<file path="src/rtl/round_robin_lock_arbiter.sv">
// Round-robin arbiter that locks the grant to one requester until it finishes,
// drops its request, or exceeds MAX_HOLD cycles (forced release with a timeout pulse).
module round_robin_lock_arbiter #(
   parameter int unsigned REQ_WIDTH = 4,
   parameter int unsigned MAX_HOLD  = 16,
   localparam int unsigned IDW      = (REQ_WIDTH > 1) ? $clog2(REQ_WIDTH) : 1
) (
   input  logic                 clk,
   input  logic                 rst_n,
   input  logic [REQ_WIDTH-1:0] req,
   input  logic                 done,
   output logic [REQ_WIDTH-1:0] grant,
   output logic                 grant_valid,
   output logic [IDW-1:0]       grant_id,
   output logic                 timeout
);

   // Hold counter must represent MAX_HOLD itself; one bit is enough when the timeout is disabled.
   localparam int unsigned HW = (MAX_HOLD > 0) ? $clog2(MAX_HOLD + 1) : 1;

   typedef enum logic {
      IDLE = 1'b0,
      BUSY = 1'b1
   } state_e;

   state_e                 state_q, state_d;
   logic [IDW-1:0]         ptr_q, ptr_d;
   logic [HW-1:0]          hold_q, hold_d;
   logic [REQ_WIDTH-1:0]   grant_q, grant_d;
   logic [IDW-1:0]         grant_id_q, grant_id_d;
   logic                   grant_valid_q, grant_valid_d;
   logic                   timeout_q, timeout_d;

   logic                   pick_found;
   logic [IDW-1:0]         pick_idx;
   logic                   holder_req;
   logic                   hold_hit;

   // Find the first active request scanning from ptr upward with wrap-around.
   always_comb begin
      int unsigned j;
      pick_found = 1'b0;
      pick_idx   = '0;
      j          = 0;
      for (int unsigned k = 0; k < REQ_WIDTH; k++) begin
         j = 32'(ptr_q) + k;
         if (j >= REQ_WIDTH) begin
            j = j - REQ_WIDTH;
         end
         if (!pick_found && req[IDW'(j)]) begin
            pick_found = 1'b1;
            pick_idx   = IDW'(j);
         end
      end
   end

   // Next-state and registered-output computation for the IDLE/BUSY lock FSM.
   always_comb begin
      state_d       = state_q;
      ptr_d         = ptr_q;
      hold_d        = hold_q;
      grant_d       = grant_q;
      grant_id_d    = grant_id_q;
      grant_valid_d = grant_valid_q;
      timeout_d     = 1'b0;
      holder_req    = req[grant_id_q];
      hold_hit      = (MAX_HOLD > 0) && (hold_q == HW'(MAX_HOLD));

      case (state_q)
         IDLE: begin
            if (pick_found) begin
               state_d            = BUSY;
               grant_d            = '0;
               grant_d[pick_idx]  = 1'b1;
               grant_id_d         = pick_idx;
               grant_valid_d      = 1'b1;
               hold_d             = HW'(1);
            end
         end
         BUSY: begin
            if (done || !holder_req || hold_hit) begin
               state_d       = IDLE;
               grant_d       = '0;
               grant_id_d    = '0;
               grant_valid_d = 1'b0;
               hold_d        = '0;
               // A release caused by done or a dropped request is never a timeout.
               timeout_d     = hold_hit && !done && holder_req;
               if (grant_id_q == IDW'(REQ_WIDTH - 1)) begin
                  ptr_d = '0;
               end else begin
                  ptr_d = grant_id_q + IDW'(1);
               end
            end else if (hold_q != '1) begin
               hold_d = hold_q + HW'(1);
            end
         end
         default: begin
            state_d = IDLE;
         end
      endcase
   end

   // State and output registers with asynchronous active-low reset.
   always_ff @(posedge clk or negedge rst_n) begin
      if (!rst_n) begin
         state_q       <= IDLE;
         ptr_q         <= '0;
         hold_q        <= '0;
         grant_q       <= '0;
         grant_id_q    <= '0;
         grant_valid_q <= 1'b0;
         timeout_q     <= 1'b0;
      end else begin
         state_q       <= state_d;
         ptr_q         <= ptr_d;
         hold_q        <= hold_d;
         grant_q       <= grant_d;
         grant_id_q    <= grant_id_d;
         grant_valid_q <= grant_valid_d;
         timeout_q     <= timeout_d;
      end
   end

   assign grant       = grant_q;
   assign grant_valid = grant_valid_q;
   assign grant_id    = grant_id_q;
   assign timeout     = timeout_q;

endmodule

</file>
<file path="config.mk">
export PLATFORM = sky130hd
export DESIGN_NAME = round_robin_lock_arbiter
export DESIGN_NICKNAME = d
export VERILOG_FILES = /design/src/rtl/round_robin_lock_arbiter.sv
export SDC_FILE = /design/constraint.sdc
export NUM_CORES = 1
export LEC_CHECK = 0
export CAP_MARGIN = 20
export CELL_PAD_IN_SITES_DETAIL_PLACEMENT = 1
export CELL_PAD_IN_SITES_GLOBAL_PLACEMENT = 2
export CORE_AREA = 3 3 59 61
export CTS_CLUSTER_DIAMETER = 120
export CTS_CLUSTER_SIZE = 30
export DETAILED_ROUTE_END_ITERATION = 10
export DIE_AREA = 0 0 62 64
export GPL_ROUTABILITY_DRIVEN = 0
export PLACE_DENSITY = 0.67
export SYNTH_ARGS = -nofsm -noshare
export SYNTH_HDL_FRONTEND = slang
export SYNTH_SLANG_ARGS = --single-unit
export TNS_END_PERCENT = 1
</file>
<file path="constraint.sdc">
create_clock -name clk -period 2.79 [get_ports clk]
set_clock_uncertainty 0.1 [all_clocks]
set_input_delay 0.279 -clock clk [delete_from_list [all_inputs] [get_ports clk]]
set_output_delay 0.279 -clock clk [all_outputs]
set_load 0.05 [all_outputs]
</file>
==> impl_metrics.py, run 1 <==
metrics = {
    "power": {
        "vdd_ir_drop_max_mv": 0.490,
        "p_sw_share_pct": 45.6,
        "pwr-share-seq_pct": 37.9,
        "p_sw_mw": 0.474,
        "p_comb_share_pct": 50.5,
        "power.density_mw_per_mm2": 953,
        "clkPwrFrac_pct": 11.5,
        "internal-power_mw": 0.567,
        "p_leak_nw": 0.487,
    },
    "layout": {
        "area_growth_pct": 24.4,
        "drive_above_1_share_pct": 5.00,
        "fin_cells": 144,
        "fin_nets": 113,
        "nFillCells": 351,
        "diodes": 0,
    },
    "clock_network": {
        "postCtsSetupBuffers": 0,
        "root_buffer": "clkbuf_4",
        "htree_levels": 1,
        "clock-sinks": 16,
        "numCtsBuffers": 3,
        "cts_hold_buf": 0,
        "insertion_delay_ns": 0.29,
        "cts_tree": "done",
        "cts_max_path_buffers": 2,
        "cts_resized": 0,
        "clk_pin_slew_ns": 0.09,
    },
    "yosys": {
        "yosys_most_used_dff": "dfrtp_1",
        "synth_edf_count": 0,
        "syn-num-nets": 95,
        "ys_seq_area_share_pct": 45.6,
        "postSynthCellCount": 84,
        "synthArstFlopShare_pct": 100,
        "synth_seq_cells": 16,
        "yosysUniqueCellTypes": 34,
        "syn_area_sq_um": 878,
        "avgSynthCellArea_sq_um": 10.5,
        "ys_warn_count": 0,
    },
    "floorplan": {
        "fp-row-count": 20,
        "num_io_pins": 15,
        "start_util_pct": 29.0,
        "die_h_um": 64,
        "fp.dieW_um": 62,
        "die_area_sq_mm": 0.00397,
        "core_area_sq_mm": 0.00303,
    },
    "timing": {
        "final.period_utilization_pct": 70.7,
        "max_freq_ghz": 0.507,
        "slew_headroom_pct": 52.5,
        "worstMarginPinSlew_ns": 0.711,
        "fin_ws_ns": 0.817,
        "drv_slew": 0,
        "setup_viol": 0,
        "fin_setup_tns_ns": 0,
        "hold_viol": 0,
        "layout_min_cycle_time_ns": 1.97,
        "grt_setup_unrepaired": "no",
    },
    "grt": {
        "grt_pass1_vias": 788,
        "gr-total-overflow": 0,
        "grt_usage_pct": 12.6,
        "grt_max_degree": 17,
        "antenna_found_initial": 0,
        "grt_pass1_wl_mm": 3.77,
    },
    "route": {
        "drt_iter0_drc": 22,
        "drc": 0,
        "vias": 740,
        "ant_nets": 0,
        "dr.pass1.iters": 4,
        "vias_per_cell": 5.14,
        "drt_wl_total_mm": 2.05,
        "routedWlPerCell_um": 14.2,
    },
    "critical_path": {
        "critPathSlowestCell": "clkdlybuf4s50_1",
        "arrival_ns": 1.59,
        "crit_buf_inv": 1,
        "worstPathCellList": "clkdlybuf4s50_1",
        "cp_max_fo": 5,
        "worstSetupPathType": "reg2out",
        "end_kind": "output port",
        "crit_path_start_kind": "flop",
        "reg2reg_slack_ns": 0.90,
        "slowest_delay_ns": 0.85,
        "cp_top_family": "buffers and inverters",
        "worst-endpoint-required_ns": 2.41,
    },
    "placed_design": {
        "port_buffers": 14,
        "pre_cts_ws_ns": 0.534,
        "dp.cells": 141,
        "hpwl_mm": 1.61,
    },
    "flow_run": {
        "max_cap_viol_count": 0,
    },
    "hold_path": {
        "hold_path.class": "in2async",
    },
    "status": {
        "status": "complete, no violations",
    },
}
==> area by class of cell <==
cell class / count / area [sq um] / share of cell area [%]
Tap cell: 44 / 55.1 / 5.04
Inverter: 3 / 11.3 / 1.03
Multi-Input combinational cell: 64 / 463 / 42.4
Sequential cell: 16 / 400 / 36.7
Clock buffer: 3 / 22.5 / 2.06
Timing Repair Buffer: 14 / 140 / 12.8
==> state kept, by name, summed over array words and instances, names as in the netlist <==
signal	cells
grant_id	2
grant	4
hold_q	5
ptr_q	2
timeout	1
state_q	1
grant_valid	1
==> kinds of logic (layout without fill, tap and decap cells) <==
| kind of cell | Yosys count | after routing | share of synthesized area, % |
|---|---|---|---|
| flops | 16 | 16 | 45.6 |
| simple gates | 33 | 33 | 20.9 |
| mux | 5 | 5 | 5.98 |
| buf+inv | 4 | 20 | 1.71 |
| compound gates | 22 | 22 | 20.1 |
| fa+ha+maj | 4 | 4 | 5.70 |
==> final timing paths <==
check	start	to	depth (start not counted)
max in group asynchronous	rst_n	grant[2]	1
min in group clk	grant[3]	grant[3]	1
hold reg to reg	grant[3]	grant[3]	1
setup reg to reg	hold_q[0]	hold_q[2]	6
setup / recovery	grant_id[1]	grant_id[1]	1
hold / removal	rst_n	state_q	1
==> power by group through the flow <==
stage               combinational [mW]  sequential (mW)  clock [mW]
CTS                              0.534            0.396       0.127
global route                     0.578            0.415       0.137
floorplan                        0.252            0.504           0
detailed placement               0.531            0.401           0
finish                           0.526            0.395       0.120
global placement                 0.525            0.397           0
==> cell usage after synthesis, types with 2 or more instances <==
| master | instances | area, sq um |
|---|---|---|
| and3_1 | 3 | 18.8 |
| a21o_1 | 2 | 15.0 |
| mux2_2 | 2 | 22.5 |
| nand2b_1 | 3 | 18.8 |
| inv_1 | 3 | 11.3 |
| nor3_1 | 2 | 10.0 |
| ha_1 | 4 | 50.1 |
| mux2i_1 | 3 | 30.0 |
| o21ai_0 | 2 | 10.0 |
| nand2_1 | 4 | 15.0 |
| dfrtp_1 | 16 | 400 |
| nor2_1 | 6 | 22.5 |
| a32o_1 | 4 | 40.0 |
| nor2b_1 | 2 | 12.5 |
| nand4_1 | 3 | 18.8 |
| nand3_1 | 4 | 20.0 |
| a22o_1 | 4 | 35.0 |
==> worst register-to-register path: stages (launching register included) <==
cell,delay (ns)
dfrtp_1,0.42
ha_1,0.22
and3_1,0.18
ha_1,0.24
nand2b_1,0.18
or4_1,0.40
nand3_1,0.09
==> stage by stage <==
| stage | cell area [sq um] | util, % | hold WS (ns) | power (mW) |
|---|---|---|---|---|
| final | 1090 | 36.1 | 0.308 | 1.04 |
| after detailed placement | 1070 | 35.3 | 0.389 | 0.932 |
| after global routing | 1090 | 36.1 | 0.386 | 1.13 |
| after floorplan | 878 | - | -0.117 | 0.756 |
| after CTS | 1090 | 36.1 | 0.356 | 1.06 |
| after global placement | 1070 | 35.3 | 0.377 | 0.922 |
==> placed cells by master (no fill, tap or decap), drive strengths merged <==
| cell type | instances |
|---|---|
| o22ai | 1 |
| nor2 | 6 |
| a41o | 1 |
| nand4 | 3 |
| mux2i | 3 |
| and2b | 1 |
| o21bai | 1 |
| clkbuf | 3 |
| nand4bb | 1 |
| a221oi | 1 |
| nor4 | 1 |
| o21a | 1 |
| mux2 | 2 |
| a221o | 1 |
| o211ai | 1 |
| clkdlybuf4s50 | 14 |
| nand2b | 3 |
| a21o | 2 |
| ha | 4 |
| o21ai | 3 |
| or4 | 1 |
| and3 | 3 |
| nand4b | 1 |
| dfrtp | 16 |
| nand2 | 4 |
| a21oi | 1 |
| inv | 3 |
| or2 | 1 |
| a32o | 4 |
| a22o | 4 |
| nor2b | 2 |
| nand3 | 4 |
| o22a | 1 |
| nor3 | 2 |
==> metal layers <==
layer | track usage, % | vias up | share of wire, %
met1 | 18.4 | 368 | 50
li1 | - | 356 | -
met2 | 17.5 | 12 | 45
met4 | 3.98 | 0 | 1.4
met5 | 0 | - | 0
met3 | 3.84 | 4 | 3.6
(Power assumes the default switching activity.)
==> run 2, diff against run 1 <==
--- a/config.mk
+++ b/config.mk
@@ -8,13 +8,13 @@
 export CAP_MARGIN = 20
 export CELL_PAD_IN_SITES_DETAIL_PLACEMENT = 1
 export CELL_PAD_IN_SITES_GLOBAL_PLACEMENT = 2
-export CORE_AREA = 3 3 59 61
+export CORE_AREA = 3 3 60 62
 export CTS_CLUSTER_DIAMETER = 120
 export CTS_CLUSTER_SIZE = 30
 export DETAILED_ROUTE_END_ITERATION = 10
-export DIE_AREA = 0 0 62 64
+export DIE_AREA = 0 0 63 65
 export GPL_ROUTABILITY_DRIVEN = 0
-export PLACE_DENSITY = 0.67
+export PLACE_DENSITY = 0.68
 export SYNTH_ARGS = -nofsm -noshare
 export SYNTH_HDL_FRONTEND = slang
 export SYNTH_SLANG_ARGS = --single-unit
==> constraint.sdc (replaced) <==
create_clock -name clk -period 1.7 [get_ports clk]
set_clock_uncertainty 0.1 [all_clocks]
set_input_delay 0.17 -clock clk [delete_from_list [all_inputs] [get_ports clk]]
set_output_delay 0.17 -clock clk [all_outputs]
set_load 0.05 [all_outputs]
==> run 2 against run 1 <==
- the flow now finishes with violations (setup timing)
- clock-buffer cell count is 1 higher
- sequential power is 58% higher
- critical path depth is 5 higher
- highest routed layer is now met3
- die area is 3.2% higher
- via count is 11% higher
- largest power group unchanged
- flip-flop and latch count stayed put
==> impl_metrics.py, run 2 (synthesis results as in run 1) <==
metrics = {
    "status": {
        "status": "finished with violations",
        "violations": "setup timing",
    },
    "layout": {
        "diodes": 0,
        "fin_cells": 169,
        "final_util_pct": 43.3,
        "final_area_sq_mm": 0.00133,
        "largest_reg_flops": 5,
        "nFillCells": 364,
        "drive_above_1_share_pct": 40.8,
        "layout_commonest_cell": "buf_4",
        "fin_nets": 137,
        "top_register": "hold_q",
        "area_growth_pct": 51.6,
        "mostFrequentLayoutCells": "31 x buf_4, 14 x dfrtp_1, 6 x nor2_1, 6 x clkdlybuf4s50_1",
    },
    "flow_run": {
        "max_cap_viol_count": 0,
    },
    "floorplan": {
        "num_io_pins": 15,
        "die_h_um": 65,
        "core_area_sq_mm": 0.00308,
        "die_area_sq_mm": 0.00410,
        "start_util_pct": 28.5,
        "fp.dieW_um": 63,
        "fp-row-count": 20,
    },
    "route": {
        "dr.pass1.iters": 4,
        "vias": 821,
        "routedWlPerCell_um": 15.0,
        "vias_per_cell": 4.86,
        "drt_iter0_drc": 13,
        "drc": 0,
        "ant_nets": 0,
        "drt_wl_total_mm": 2.54,
    },
    "clock_network": {
        "insertion_delay_ns": 0.29,
        "htree_levels": 1,
        "numCtsBuffers": 3,
        "clock-sinks": 16,
        "cts_hold_buf": 0,
        "root_buffer": "clkbuf_4",
        "cts_max_path_buffers": 2,
        "clk_pin_slew_ns": 0.10,
        "cts_tree": "done",
    },
    "timing": {
        "worstMarginPinSlew_ns": 0.421,
        "fin_ws_ns": -0.0481,
        "slew_headroom_pct": 71.8,
        "fin_setup_tns_ns": -0.142,
        "max_freq_ghz": 0.572,
        "grt_setup_unrepaired": "yes",
        "hold_viol": 0,
        "setup_viol": 5,
        "drv_slew": 0,
        "layout_min_cycle_time_ns": 1.75,
        "final.period_utilization_pct": 103,
        "hold_ws_ns": 0.0873,
    },
    "power": {
        "pwr-share-seq_pct": 31.4,
        "p_leak_nw": 0.633,
        "internal-power_mw": 1.12,
        "clkPwrFrac_pct": 12.8,
        "power.density_mw_per_mm2": 1490,
        "p_comb_share_pct": 55.8,
        "p_sw_mw": 0.864,
        "p_sw_share_pct": 43.5,
        "vdd_ir_drop_max_mv": 0.762,
        "p_total_mw": 1.98,
    },
    "critical_path": {
        "crit_path_start_kind": "flop",
        "arrival_ns": 1.89,
        "worstSetupPathType": "reg2reg",
        "cp_max_fo": 4,
        "r2r_cells": 6,
        "worst-endpoint-required_ns": 1.84,
        "end_kind": "flop",
    },
    "grt": {
        "grt_max_degree": 17,
        "grt_pass1_wl_mm": 4.35,
        "gr-total-overflow": 0,
        "antenna_found_initial": 0,
        "grt_pass1_vias": 917,
        "grt_usage_pct": 13.6,
    },
    "hold_path": {
        "hold_path.class": "in2async",
    },
    "placed_design": {
        "port_buffers": 14,
        "dpl_cell_area_sq_mm": 0.00120,
        "pre_cts_ws_ns": -0.210,
        "dp.cells": 160,
    },
}
-- run 2: cell count changes in the layout (fill, tap and decap cells not counted), sizes merged --
cell           previous run  this run
buf                       0        32
clkdlybuf4s50            14         6
clkbuf                    3         4
-- run 2: path summary, 6_finish.rpt --
path,start,end,slack [ns]
min,rst_n,hold_q[3],0.09
max reg2reg,hold_q[1],hold_q[2],-0.05
min in group clk,grant_valid,grant_valid,0.40
min reg2reg,grant_valid,grant_valid,0.40
max in group asynchronous,rst_n,grant_id[1],1.20
max,hold_q[1],hold_q[2],-0.05
-- run 2: area by class of cell --
type	instances	area (sq um)	share of cell area (%)
Clock buffer	4	36.3	2.73
Timing Repair Buffer	38	304	22.8
Multi-Input combinational cell	64	522	39.2
Tap cell	44	55.1	4.14
Sequential cell	16	403	30.3
Inverter	3	11.3	0.846
-- run 2: repair_timing --
action | CTS | global route
setup buffers | 3 | 2
hold endpoints to repair | 0 | 0
gates resized for setup | 6 | 5
pin swaps | 7 | 3
endpoints found under the setup margin | 13 | 15
-- run 2: per-layer routing --
metal | wire length [um] | vias to the layer above | global-route usage [%]
li1 | - | 410 | -
met1 | 1200 | 399 | 16.8
met2 | 1240 | 12 | 23.8
met3 | 98 | 0 | 3.29
met4 | 0 | 0 | 3.31
met5 | 0 | - | 0
-- run 2: power by group through the flow --
| stage | Clock, mW | Sequential, mW | Combinational, mW |
|---|---|---|---|
| final | 0.254 | 0.624 | 1.11 |
| after global routing | 0.288 | 0.640 | 1.21 |
| after CTS | 0.269 | 0.622 | 1.07 |
| after detailed placement | 0 | 0.634 | 1.03 |
| after global placement | 0 | 0.624 | 1.00 |
| after floorplan | 0 | 0.833 | 0.420 |
-- run 2: worst max-delay path: stages (launching register included) --
cell and delay (ns):
dfrtp_1 0.44, ha_2 0.20, and3_4 0.18, ha_4 0.16, nand2b_4 0.13, or4_1 0.39, nand3_1 0.08
==> run 3, diff against run 2 <==
--- a/config.mk
+++ b/config.mk
@@ -8,11 +8,11 @@
 export CAP_MARGIN = 20
 export CELL_PAD_IN_SITES_DETAIL_PLACEMENT = 1
 export CELL_PAD_IN_SITES_GLOBAL_PLACEMENT = 2
-export CORE_AREA = 3 3 60 62
+export CORE_AREA = 2 2 59 61
 export CTS_CLUSTER_DIAMETER = 120
 export CTS_CLUSTER_SIZE = 30
 export DETAILED_ROUTE_END_ITERATION = 10
-export DIE_AREA = 0 0 63 65
+export DIE_AREA = 0 0 61 63
 export GPL_ROUTABILITY_DRIVEN = 0
 export PLACE_DENSITY = 0.68
 export SYNTH_ARGS = -nofsm -noshare
==> run 3 against run 2 <==
- the run still ends with setup timing left
- cell count is 3.6% higher
- setup slack better by 0.0058 ns
- flip-flop and latch count stayed put
- routed wire length is 5.0% lower
- combinational power hardly changed
- global-route usage is 0.096 points lower
- sequential power is 1% lower
- via count is 3.2% higher
- largest cell class unchanged
==> impl_metrics.py, run 3 (synthesis results as in run 1) <==
metrics = {
    "grt": {
        "grt_pass1_vias": 878,
        "antenna_found_initial": 0,
        "gr-usage-met1_pct": 17.6,
        "grt-busiest-layer": "met2",
        "grt_max_degree": 17,
        "gr-total-overflow": 0,
        "grt_usage_pct": 13.5,
        "grt_pass1_wl_mm": 3.94,
        "met2_usage_pct": 22.0,
        "grtUsageMet3_pct": 2.90,
    },
    "route": {
        "vias": 847,
        "routedWlPerCell_um": 13.8,
        "ant_nets": 0,
        "drc": 0,
        "dr.pass1.iters": 4,
        "vias_per_cell": 4.84,
        "drt_iter0_drc": 13,
        "drt_wl_total_mm": 2.41,
    },
    "clock_network": {
        "clock-sinks": 16,
        "htree_levels": 1,
        "clk_pin_slew_ns": 0.10,
        "cts_max_path_buffers": 2,
        "numCtsBuffers": 3,
        "insertion_delay_ns": 0.29,
        "root_buffer": "clkbuf_4",
        "cts_tree": "done",
    },
    "power": {
        "p_sw_mw": 0.850,
        "clkPwrFrac_pct": 13.0,
        "p_total_mw": 1.99,
        "vdd_ir_drop_max_mv": 0.379,
        "pwr-share-seq_pct": 31.0,
        "p_sw_share_pct": 42.8,
        "p_comb_share_pct": 56.0,
        "internal-power_mw": 1.14,
        "power.density_mw_per_mm2": 1460,
        "p_leak_nw": 0.644,
    },
    "critical_path": {
        "end_kind": "flop",
        "crit_buf_inv": 0,
        "cp_max_fo": 3,
        "cp_top_family": "simple AND/OR/NAND/NOR gates",
        "worstPathCellList": "ha_2 > and3_4 > ha_4 > nand2b_4 > or4_1 > nand3_1",
        "arrival_ns": 1.87,
        "crit_path_start_kind": "flop",
        "worstSetupPathType": "reg2reg",
        "worst-endpoint-required_ns": 1.83,
        "critPathSlowestCell": "dfrtp_1",
        "slowest_delay_ns": 0.42,
    },
    "floorplan": {
        "fp-row-count": 21,
        "fp.dieW_um": 61,
        "core_area_sq_mm": 0.00323,
        "die_h_um": 63,
        "die_area_sq_mm": 0.00384,
        "num_io_pins": 15,
        "start_util_pct": 27.2,
    },
    "placed_design": {
        "hpwl_mm": 1.91,
        "dp.cells": 168,
        "port_buffers": 14,
        "dpl_cell_area_sq_mm": 0.00125,
        "pre_cts_ws_ns": -0.160,
    },
    "timing": {
        "final.period_utilization_pct": 102,
        "layout_min_cycle_time_ns": 1.74,
        "worstMarginPinSlew_ns": 0.440,
        "hold_viol": 0,
        "slew_headroom_pct": 70.5,
        "fin_ws_ns": -0.0424,
        "setup_viol": 4,
        "drv_slew": 0,
        "grt_setup_unrepaired": "yes",
        "max_freq_ghz": 0.574,
    },
    "hold_path": {
        "hold_path.class": "in2async",
    },
    "status": {
        "status": "finished with violations",
        "violations": "setup timing",
    },
    "layout": {
        "layout_commonest_cell": "buf_4",
        "nFillCells": 373,
        "area_growth_pct": 55.0,
        "fin_cells": 175,
        "largest_reg_flops": 5,
        "fin_nets": 141,
        "drive_above_1_share_pct": 41.9,
        "mostFrequentLayoutCells": "34 x buf_4, 14 x dfrtp_1, 6 x nor2_1, 6 x clkdlybuf4s50_1",
        "diodes": 0,
        "final_area_sq_mm": 0.00136,
        "top_register": "hold_q",
    },
    "flow_run": {
        "max_cap_viol_count": 0,
    },
}
-- run 3: what timing repair did --
item	CTS	global route
pin swaps	3	4
setup buffers	1	2
gates resized for setup	5	6
hold buffers	0	0
setup endpoints to repair	4	14
-- run 3: stage by stage --
step / hold WS (ns) / utilization (%) / TNS [ns]
floorplan: -0.226 / - / -0.0393
global placement: 0.379 / 38.7 / -1.55
detailed placement: 0.383 / 38.7 / -1.44
CTS: 0.0853 / 41.0 / -0.139
global route: 0.0939 / 42.1 / -0.726
finish: 0.0892 / 42.1 / -0.0923
-- run 3: power by group through the flow --
stage               sequential [mW]  combinational, mW  clock (mW)
floorplan                     0.833              0.420           0
global placement              0.619               1.03           0
detailed placement            0.627               1.05           0
CTS                           0.618               1.08       0.267
global route                  0.632               1.22       0.281
finish                        0.616               1.11       0.258
-- run 3: final cells by class --
class / instances / area, sq um / share of cell area, %
clock buffer: 4 / 36.3 / 2.67
inverter: 3 / 11.3 / 0.827
multi-input combinational: 64 / 515 / 37.9
sequential: 16 / 403 / 29.6
tap: 46 / 57.6 / 4.23
timing repair buffer: 42 / 338 / 24.8
-- run 3: metal layers --
metal	vias to the layer above	share of wire (%)
li1	412	-
met1	426	48
met2	9	49
met3	0	2.8
met4	0	0
met5	-	0
-- run 3: final timing paths --
kind                       startpoint          end  slack [ns]  cells past startpoint
max                         hold_q[1]    hold_q[2]       -0.04                      6
min                             rst_n    hold_q[2]        0.09                      2
max reg2reg                 hold_q[1]    hold_q[2]       -0.04                      6
min reg2reg                  grant[2]     grant[2]        0.40                      1
max in group asynchronous       rst_n  grant_id[0]        1.21                      2
min in group clk             grant[2]     grant[2]        0.40                      1
